`src/rtl/prio_pkg.sv`:
```
// rtl/prio_pkg.sv - shared mode constants and width helper for priority encoders/arbiters
package prio_pkg;

  localparam int FIXED_PRIO  = 0;
  localparam int ROUND_ROBIN = 1;

  // Index width that never collapses to zero for the smallest legal N.
  function automatic int clog2_safe(input int n);
    return (n <= 2) ? 1 : $clog2(n);
  endfunction

endpackage

```
`src/rtl/prio_encoder_hs_if.sv`:
```
// rtl/prio_encoder_hs_if.sv - valid/ready index handshake between encoder and its consumer
interface prio_encoder_hs_if
  import prio_pkg::*;
#(
  parameter int N     = 8,
  parameter int IDX_W = clog2_safe(N)
);

  logic [IDX_W-1:0] out_idx;
  logic             out_valid;
  logic             out_ready;

  modport master (output out_idx, output out_valid, input out_ready);
  modport slave  (input out_idx, input out_valid, output out_ready);

endinterface

```
`src/rtl/prio_pick.sv`:
```
// rtl/prio_pick.sv - combinational fixed-priority / round-robin single-bit picker
module prio_pick
  import prio_pkg::*;
#(
  parameter int N     = 8,
  parameter int IDX_W = clog2_safe(N)
) (
  input  logic [N-1:0]     vec,
  input  logic [IDX_W-1:0] start_ptr,
  input  logic             mode,      // 1 = round-robin, 0 = highest index wins
  output logic [IDX_W-1:0] sel,
  output logic             any
);

  logic [IDX_W-1:0] cand;

  // Scan order is arranged so the last hit written is the winner; IDX_W-bit adds wrap modulo N.
  always_comb begin
    sel  = '0;
    cand = '0;
    any  = |vec;
    if (mode) begin
      for (int k = N - 1; k >= 0; k--) begin
        cand = start_ptr + IDX_W'(1) + IDX_W'(k);
        if (vec[cand]) sel = cand;
      end
    end else begin
      for (int i = 0; i < N; i++) begin
        if (vec[i]) sel = IDX_W'(i);
      end
    end
  end

endmodule

```
`src/rtl/prio_encoder_hs.sv`:
```
// rtl/prio_encoder_hs.sv - sticky request capture, priority encode and valid/ready index delivery
module prio_encoder_hs
  import prio_pkg::*;
#(
  parameter int N       = 8,
  parameter int IDX_W   = clog2_safe(N),
  parameter int RR_MODE = FIXED_PRIO
) (
  input  logic                 clk,
  input  logic                 rst_n,
  input  logic [N-1:0]         req,
  prio_encoder_hs_if.master    out_if,
  output logic [N-1:0]         pending,
  output logic                 busy,
  output logic                 ovf,
  input  logic                 ovf_clr
);

  localparam logic MODE = (RR_MODE == ROUND_ROBIN);

  logic [N-1:0]     pending_q, pending_d;
  logic [IDX_W-1:0] idx_q, idx_d;
  logic [IDX_W-1:0] ptr_q, ptr_d;
  logic             valid_q, valid_d;
  logic             ovf_q, ovf_d;

  logic [IDX_W-1:0] sel;
  logic             any;
  logic             slot_free;
  logic             grant;
  logic [N-1:0]     clr_mask;

  // Selection looks only at registered pending, never at this cycle's req.
  prio_pick #(
    .N     (N),
    .IDX_W (IDX_W)
  ) u_pick (
    .vec       (pending_q),
    .start_ptr (ptr_q),
    .mode      (MODE),
    .sel       (sel),
    .any       (any)
  );

  // Next-state: grant into a free slot, set-wins pending capture, sticky overflow.
  always_comb begin
    slot_free = !valid_q || out_if.out_ready;
    grant     = slot_free && any;
    clr_mask  = '0;
    if (grant) clr_mask[sel] = 1'b1;

    pending_d = (pending_q & ~clr_mask) | req;

    ovf_d = ovf_q;
    if (ovf_clr) ovf_d = 1'b0;
    if (|(req & pending_q & ~clr_mask)) ovf_d = 1'b1;

    idx_d   = idx_q;
    valid_d = valid_q;
    ptr_d   = ptr_q;
    if (slot_free) begin
      valid_d = any;
      if (any) begin
        idx_d = sel;
        if (MODE) ptr_d = sel;
      end
    end
  end

  // State registers; pointer resets to N-1 so the first round-robin scan starts at 0.
  always_ff @(posedge clk or negedge rst_n) begin
    if (!rst_n) begin
      pending_q <= '0;
      idx_q     <= '0;
      ptr_q     <= IDX_W'(N - 1);
      valid_q   <= 1'b0;
      ovf_q     <= 1'b0;
    end else begin
      pending_q <= pending_d;
      idx_q     <= idx_d;
      ptr_q     <= ptr_d;
      valid_q   <= valid_d;
      ovf_q     <= ovf_d;
    end
  end

  assign out_if.out_idx   = idx_q;
  assign out_if.out_valid = valid_q;
  assign pending          = pending_q;
  assign busy             = (|pending_q) || valid_q;
  assign ovf              = ovf_q;

endmodule

```
`src/flat_wrapper.sv`:
```
// flat-port wrapper written by rule: the top's interface ports become plain ports
module prio_encoder_hs_flat import prio_pkg::*;
#(
  parameter int N       = 8,
  parameter int IDX_W   = clog2_safe(N),
  parameter int RR_MODE = FIXED_PRIO
)
  (clk, rst_n, req, pending, busy, ovf, ovf_clr, out_if_out_idx, out_if_out_valid, out_if_out_ready);
  prio_encoder_hs_if #(.N(N), .IDX_W(IDX_W)) out_if_i ();
  input  logic clk;
  input  logic rst_n;
  input  logic [N-1:0] req;
  output logic [N-1:0] pending;
  output logic busy;
  output logic ovf;
  input  logic ovf_clr;
  output wire logic [$bits(out_if_i.out_idx)-1:0] out_if_out_idx;
  output wire logic [$bits(out_if_i.out_valid)-1:0] out_if_out_valid;
  input wire logic [$bits(out_if_i.out_ready)-1:0] out_if_out_ready;
  assign out_if_out_idx = out_if_i.out_idx;
  assign out_if_out_valid = out_if_i.out_valid;
  assign out_if_i.out_ready = out_if_out_ready;
  prio_encoder_hs #(.N(N), .IDX_W(IDX_W), .RR_MODE(RR_MODE)) u_core (.clk(clk), .rst_n(rst_n), .req(req), .out_if(out_if_i), .pending(pending), .busy(busy), .ovf(ovf), .ovf_clr(ovf_clr));
endmodule
```
`config.mk`:
```
export PLATFORM = sky130hd
export DESIGN_NAME = prio_encoder_hs_flat
export DESIGN_NICKNAME = d
export VERILOG_FILES = /design/src/rtl/prio_pkg.sv /design/src/rtl/prio_encoder_hs_if.sv /design/src/rtl/prio_pick.sv /design/src/rtl/prio_encoder_hs.sv /design/src/flat_wrapper.sv
export SDC_FILE = /design/constraint.sdc
export NUM_CORES = 1
export LEC_CHECK = 0
export BUFFER_PORTS_ARGS = -buffer_cell sky130_fd_sc_hd__buf_2
export CORE_UTILIZATION = 41
export DETAILED_ROUTE_END_ITERATION = 6
export GPL_TIMING_DRIVEN = 0
export PLACE_DENSITY_LB_ADDON = 0.3
export SYNTH_ARGS = -nofsm -noshare
export SYNTH_HDL_FRONTEND = slang
export SYNTH_SLANG_ARGS = --single-unit
export TNS_END_PERCENT = 5
```
`constraint.sdc`:
```
create_clock -name clk -period 1.51 [get_ports clk]
set_input_delay 0.302 -clock clk [delete_from_list [all_inputs] [get_ports clk]]
set_output_delay 0.302 -clock clk [all_outputs]
set_load 0.05 [all_outputs]
```
==> flow_summary.toml, run 1 <==
[route]
drt-vias-per-instance = 5.58
drt_iter0_markers = 20
wl_mm = 1.54
dr.pass1.iters = 4
vias = 653
ant_nets = 0
drc = 0
wl_per_cell_um = 13.1

[setup_path]
end_kind = "primary output"
criticalPathCategory = "flip-flop to primary output"
worstPathRequired_ps = 1210
cp-start-kind = "flip-flop"
cpMaxStageDelayCell = "dfrtp_2"
path_cells = "nor4_4 > nand3b_1 > buf_6"
cpPeakStageDelay_ps = 460
worstPathMaxFanout = 4
cp.arrival_ps = 1300

[clock_network]
htree_num_levels = 1
clk_pin_slew_ps = 80
cts.path.max_buffers = 2
clock_sinks = 13
cts_made_buffers = 3
tritoncts = "built"
clk_latency_ps = 280
cts-root-buf = "clkbuf_4"

[layout]
instances_no_fill = 117
multi_input_area_um2 = 338
fill_cells = 137
areaGrowthSynthToFinish_pct = 39.5
drive_above_1_share_pct = 47.5
seq_area_um2 = 333
num_antenna_cells = 0
finalNetCount = 114

[place]
routabilityCongestion = 0.824
port_buffers = 25
dp_cells = 107
dpl.hpwl_mm = 1.07

[yosys]
synthTopCellsByArea = "dfrtp_1 (49%), o21ai_0 (5.3%), nand2b_1 (4.8%)"
synth_top_area_share_pct = 49.4
synth_common_cells = "dfrtp_1 (13), o21ai_0 (7), nand2b_1 (5)"
async_flop_share_pct = 100
yosysTopAreaCell = "dfrtp_1"
ys.warnings.count = 0
ys_seq_elements = 13
synth_edf_count = 0
yosysMostFrequentCell = "dfrtp_1"
syn_area_per_cell_um2 = 9.97
synth_area_um2 = 658
synthFlopType = "dfrtp_1"
postSynthNetCount = 78
synthCells = 66
ys_types = 26
seq_area_frac_synth_pct = 49.4

[pwr]
peakVddDrop_v = 0.000371
p_per_area_nw_per_um2 = 760
leakage_nw = 0.394

[timing]
finClkSkew_ps = 9.30
layout_setup_ws_ps = -94.1
drv_slew = 0
setup_viol_count_final = 1
slew_headroom_pct = 75.7
fmax_ghz = 0.623
min_period_ps = 1600
fin_crit_sh_pct = 106
setup_tns_ps = -94.1
hold_ws_ps = 212
tightest_slew_ps = 360
rsz0062_at_grt = "yes"
hold_viol = 0

[global_routing]
grt.met1_usage_pct = 26.6
use_met2_pct = 29.1
antenna_found_initial = 0
grt-ovfl-total = 0
grt_pass1_wl_mm = 2.53
grt_max_degree = 14
grt_busiest_layer = "met2"
grt_pass1_vias = 588
grt_use_met3_pct = 2.59
track_usage_pct = 18.9

[floorplan]
row_count = 14
die_h_um = 42.1
die_w_um = 42.1
coreArea_um2 = 1510
start_util_pct = 43.7
fp.dieArea_um2 = 1770
ios = 26

[run_status]
status = "finished with violations"
violations = "negative setup slack"

[hold_path]
hold_class = "input port to flip-flop"

[job]
drv_cap = 0
[sequential cells by signal, indices dropped and copies added (netlist names)]
signal,flops
u_core.out_if.out_valid,1
u_core.pending,8
u_core.ovf,1
u_core.out_if.out_idx,3
[cells in the final DEF, fill, tap and decap left out, types with 2 or more instances in the layout]
cell type,n
dfrtp_2,6
dfrtp_1,7
o211ai_1,2
nand2_1,4
a21oi_1,3
a21o_2,2
nand2b_1,4
nor4_4,2
nand3b_1,2
nor2_1,3
buf_2,24
clkbuf_4,3
a31oi_1,2
o21ai_0,7
inv_1,4
a21o_1,2
buf_4,6
nand4_1,2
[through the flow]
| stage | setup WS [ps] | instance area, um2 | power [mW] | utilization (%) |
|---|---|---|---|---|
| global placement | -38.7 | 826 | 0.481 | 54.8 |
| global route | -152 | 918 | 0.731 | 61.0 |
| CTS | -85.8 | 913 | 0.697 | 60.6 |
| detailed placement | -46.6 | 826 | 0.482 | 54.8 |
| floorplan | -162 | 681 | 0.442 | - |
| finish | -94.1 | 918 | 0.698 | 61.0 |
[final timing paths]
| kind | startpoint | endpoint | slack (ps) | cells past startpoint |
|---|---|---|---|---|
| hold / removal | req[5] | u_core.pending[5] | 210 | 2 |
| min in group asynchronous | rst_n | u_core.pending[6] | 430 | 2 |
| max in group asynchronous | rst_n | u_core.pending[1] | 830 | 2 |
| setup / recovery | u_core.pending[7] | busy | -90 | 3 |
| setup reg to reg | u_core.pending[7] | u_core.ovf | 30 | 5 |
| hold reg to reg | u_core.out_if.out_idx[0] | u_core.out_if.out_idx[0] | 490 | 1 |
[power breakdown]
part           internal (mW)  leakage [nW]  switching, mW
clock                  0.102        0.0150          0.112
sequential             0.358         0.118         0.0114
combinational         0.0402         0.261         0.0743
[logic make-up (layout without fill, tap and decap cells)]
| logic type | after synthesis | in the layout | synth area share, % |
|---|---|---|---|
| flip-flops | 13 | 13 | 49.4 |
| AO/OA/AOI/OAI | 25 | 25 | 25.3 |
| AND/OR/NAND/NOR | 23 | 23 | 22.2 |
| buffers and inverters | 5 | 40 | 3.04 |
[metal layers]
layer	vias up	wire length (um)
met3	5	77
met2	26	726
met5	-	0
met4	0	27
met1	306	707
li1	316	-
[critical path: cells and delay by family (launching register included)]
kind	cells	cell delay (ps)
simple gates	2	400
flops	1	460
buf+inv	1	170
[layout make-up]
| type | instances | area share, % |
|---|---|---|
| sequential | 13 | 36.2 |
| clock buffer | 4 | 2.86 |
| timing repair buffer | 32 | 20.3 |
| tap | 16 | 2.18 |
| inverter | 4 | 1.63 |
| multi-input combinational | 48 | 36.8 |
[what timing repair did]
action                                 CTS  global route
pin swaps                                5             1
hold buffers                             1             0
endpoints found under the hold margin   13             0
setup endpoints to repair                2             2
setup buffers                            6             0
resized for setup                        4             2
(Power assumes the default switching activity.)
==> run 2, diff against run 1 <==
MAX_ROUTING_LAYER = met4   (was not set)
SLEW_MARGIN = 20   (was not set)
==> run 2 against run 1 <==
Compared with the run above:
- the run still ends with negative setup slack left
- critical path depth did not move
- sequential power about the same
- flip-flop and latch count unchanged
- total power shrank 0.17%
- die area did not move
- worst hold slack better by 1.9 ps
- via count is 0.31% lower
- critical endpoint unchanged
- largest cell class unchanged
==> flow_summary.toml, run 2 (same netlist as run 1, synthesis figures left out) <==
[run_status]
status = "finished with violations"
violations = "negative setup slack"

[pwr]
p_per_area_nw_per_um2 = 759
leakage_nw = 0.394
power_uw = 697
peakVddDrop_v = 0.000371

[global_routing]
grt_pass1_vias = 588
grt_use_met3_pct = 2.59
grt.met1_usage_pct = 26.6
grt_busiest_layer = "met2"
grt_max_degree = 14
antenna_found_initial = 0
grt_pass1_wl_mm = 2.53
track_usage_pct = 19.5
grt-ovfl-total = 0
use_met2_pct = 29.1

[setup_path]
end_kind = "primary output"
criticalPathCategory = "flip-flop to primary output"
worstPathRequired_ps = 1210
reg2reg_from = "u_core.pending[7]"
ff2ff_setup_slack_ps = 40
r2r_end = "u_core.ovf"
rr_worst_depth = 5
worstPathMaxFanout = 4
cp-start-kind = "flip-flop"
cp.arrival_ps = 1300

[clock_network]
cts_made_buffers = 3
htree_num_levels = 1
cts-root-buf = "clkbuf_4"
clk_latency_ps = 270
clock_sinks = 13
cts.path.max_buffers = 2
tritoncts = "built"
clk_pin_slew_ps = 80

[timing]
finClkSkew_ps = 9.76
layout_setup_ws_ps = -91.9
drv_slew = 0
hold_viol = 0
fmax_ghz = 0.624
setup_viol_count_final = 1
min_period_ps = 1600
fin_crit_sh_pct = 106
rsz0062_at_grt = "yes"
hold_ws_ps = 214
tightest_slew_ps = 360
slew_headroom_pct = 75.7

[route]
vias = 651
drc = 0
ant_nets = 0
wl_per_cell_um = 13.1
dr.pass1.iters = 4
wl_mm = 1.53
drt_iter0_markers = 20
drt-vias-per-instance = 5.56

[layout]
largest_reg_flops = 8
num_antenna_cells = 0
most-common-layout-cells = "buf_2 (24), o21ai_0 (7), dfrtp_1 (7)"
post-route-util_pct = 61.0
fill_cells = 137
layout.cell_area.non_filler_um2 = 918
drive_above_1_share_pct = 47.5
finalNetCount = 114
instances_no_fill = 117
layout_commonest_cell = "buf_2"
areaGrowthSynthToFinish_pct = 39.5

[floorplan]
start_util_pct = 43.7
ios = 26
die_w_um = 42.1
row_count = 14
die_h_um = 42.1
fp.dieArea_um2 = 1770
coreArea_um2 = 1510

[hold_path]
min_path_cells = 2
min_to = "u_core.pending[5]"
hold_start = "req[5]"
hold_class = "input port to flip-flop"

[place]
port_buffers = 25
routabilityCongestion = 0.836
placed_area_um2 = 826
dp_cells = 107
dpl.hpwl_mm = 1.07

[job]
drv_cap = 0
-- run 2: cell counts in the layout (fill, tap and decap cells not counted) --
Identical to the previous run, type by type.
-- run 2: what timing repair did --
item | CTS | global route
endpoints found under the hold margin | 13 | 0
pin swaps | 5 | 1
cloned | 0 | 0
endpoints found under the setup margin | 2 | 2
resized for setup | 4 | 2
buffers inserted | 6 | 0
hold buffers | 1 | 0
-- run 2: stage by stage --
stage               TNS (ps)  setup WS, ps
global placement       -38.7         -38.7
detailed placement     -46.6         -46.6
floorplan               -201          -162
global route            -166          -152
finish                 -91.9         -91.9
CTS                    -85.8         -85.8
-- run 2: worst max path at each step --
stage | startpoint | depth (start not counted) | to | slack [ps]
global route | u_core.pending[3] | 3 | busy | -150
detailed placement | u_core.pending[7] | 4 | u_core.ovf | -50
floorplan | u_core.pending[7] | 2 | busy | -160
finish | u_core.pending[7] | 3 | busy | -90
global placement | u_core.pending[7] | 4 | u_core.ovf | -40
CTS | u_core.pending[3] | 3 | busy | -90
-- run 2: area by class of cell --
type	instances	area, um2	share of cell area [%]
multi-input cells	48	338	36.8
inverters	4	15.0	1.63
well taps	16	20.0	2.18
repair buffers	32	186	20.3
flip-flops and latches	13	333	36.2
clock buffers	4	26.3	2.86
-- run 2: report_power, final --
part           leakage [nW]  internal, mW  switching (mW)
registers             0.118         0.358          0.0114
clock network        0.0150         0.102           0.111
logic                 0.261        0.0402          0.0743
total                 0.394         0.500           0.197
-- run 2: worst max-delay path: stages (launching register included) --
cell	delay, ps
dfrtp_2	460
nor4_4	280
nand3b_1	120
buf_6	170
-- run 2: metal layers --
| metal | wire length [um] | vias to the layer above |
|---|---|---|
| met4 | 21 | 0 |
| met2 | 722 | 28 |
| met3 | 85 | 4 |
| met5 | 0 | - |
| met1 | 705 | 303 |
| li1 | - | 316 |
==> run 3, diff against run 2 <==
CORE_UTILIZATION = 44   (was 41)
CTS_BUF_LIST = sky130_fd_sc_hd__clkbuf_4 sky130_fd_sc_hd__clkbuf_8   (was not set)
==> run 3 against run 2 <==
Compared with the run above:
- the run still ends with negative setup slack left
- first-iteration DRC count down 35%
- routed wire length down 4.7%
- worst setup slack worse by 7.4 ps
- critical endpoint unchanged
- largest cell class is now flip-flops and latches
==> flow_summary.toml, run 3 (same netlist as run 1, synthesis figures left out) <==
[run_status]
status = "finished with violations"
violations = "negative setup slack"

[layout]
most-common-layout-cells = "buf_2 (24), o21ai_0 (7), dfrtp_1 (7)"
areaGrowthSynthToFinish_pct = 36.3
num_antenna_cells = 0
largest_reg_flops = 8
drive_above_1_share_pct = 45.0
layout_commonest_cell = "buf_2"
finalNetCount = 113
instances_no_fill = 115
layout.cell_area.non_filler_um2 = 897

[pwr]
p_per_area_nw_per_um2 = 786
power_uw = 705
combPwrFrac_pct = 15.2
p_seq_share_pct = 52.4
leakage_nw = 0.384
switching_share_pct = 27.0
switchingPower_uw = 190
clkPwrFrac_pct = 32.3
intPower_uw = 515
peakVddDrop_v = 0.000632

[clock_network]
clk_latency_ps = 270
cts-root-buf = "clkbuf_4"
htree_num_levels = 1
cts.path.max_buffers = 2
clock_sinks = 13
clk_pin_slew_ps = 80
tritoncts = "built"
cts_made_buffers = 3

[setup_path]
criticalPathCategory = "flip-flop to primary output"
worstPathRequired_ps = 1210
worstPathMaxFanout = 7
cp-start-kind = "flip-flop"
end_kind = "primary output"
cp.arrival_ps = 1310

[global_routing]
grt-ovfl-total = 0
grt_use_met3_pct = 4.89
track_usage_pct = 22.9
grt.met1_usage_pct = 32.2
grt_pass1_vias = 508
grt_busiest_layer = "met1"
antenna_found_initial = 0
grt_pass1_wl_mm = 2.32
grt_max_degree = 14
use_met2_pct = 31.3

[place]
dpl.hpwl_mm = 1.07
dp_cells = 106
placed_area_um2 = 825
port_buffers = 25
routabilityCongestion = 0.821

[timing]
drv_slew = 0
layout_setup_ws_ps = -99.3
rsz0062_at_grt = "yes"
hold_ws_ps = 219
setup_viol_count_final = 2
setup_tns_ps = -166
finClkSkew_ps = 4.62
fmax_ghz = 0.621
hold_viol = 0
tightest_slew_ps = 342
slew_headroom_pct = 77.1
min_period_ps = 1610
fin_crit_sh_pct = 107

[route]
wl_mm = 1.46
drt_iter0_markers = 13
dr.pass1.iters = 5
vias = 620
drt-vias-per-instance = 5.39
drc = 0
wl_per_cell_um = 12.7
ant_nets = 0

[floorplan]
row_count = 13
ios = 26
die_h_um = 40.7
die_w_um = 40.7
fp.dieArea_um2 = 1650
coreArea_um2 = 1350
start_util_pct = 48.7

[job]
drv_cap = 0

[hold_path]
hold_class = "input port to flip-flop"
run 3: final timing paths:
check	start	end	slack (ps)	depth (start not counted)
max in group asynchronous	rst_n	u_core.pending[5]	830	2
min in group asynchronous	rst_n	u_core.out_if.out_idx[1]	440	2
hold / removal	req[1]	u_core.pending[1]	220	2
setup / recovery	u_core.pending[7]	busy	-100	3
setup reg to reg	u_core.pending[7]	u_core.ovf	-70	5
hold reg to reg	u_core.out_if.out_idx[0]	u_core.out_if.out_idx[0]	490	1
run 3: worst max-delay path: stages, from the launching register on:
cell and delay, ps:
dfrtp_2 460, nor4_4 290, nand3b_1 120, buf_6 170
run 3: layout make-up:
class                   instances  area (um2)
repair buffers                 31         179
well taps                      15        18.8
flip-flops and latches         13         333
clock buffers                   4        30.0
multi-input cells              48         322
inverters                       4        15.0
fillers                       122         453
run 3: per-stage QoR:
stage	worst slack, ps	utilization (%)
2_1_floorplan	-162	-
3_3_place_gp	-35.3	61.1
3_5_place_dp	-38.5	61.1
4_1_cts	-104	66.5
5_1_grt	-201	66.5
6_report	-99.3	66.5
run 3: power groups by stage:
stage,combinational (mW),sequential [mW],clock [mW]
floorplan,0.0307,0.411,0
global placement,0.104,0.376,0
detailed placement,0.106,0.377,0
CTS,0.108,0.370,0.236
global route,0.117,0.372,0.255
finish,0.107,0.370,0.228
run 3: layer usage:
metal  up-vias  wire length [um]
li1        315                 -
met1       286               726
met2        17               667
met3         2                54
met4         0                14
met5         -                 0
run 3: timing repair:
item	4_1_cts	5_1_grt
hold endpoints to repair	13	0
hold buffers	1	0
resized for setup	2	0
pin swaps	4	0
buffers inserted	5	0
endpoints found under the setup margin	2	2
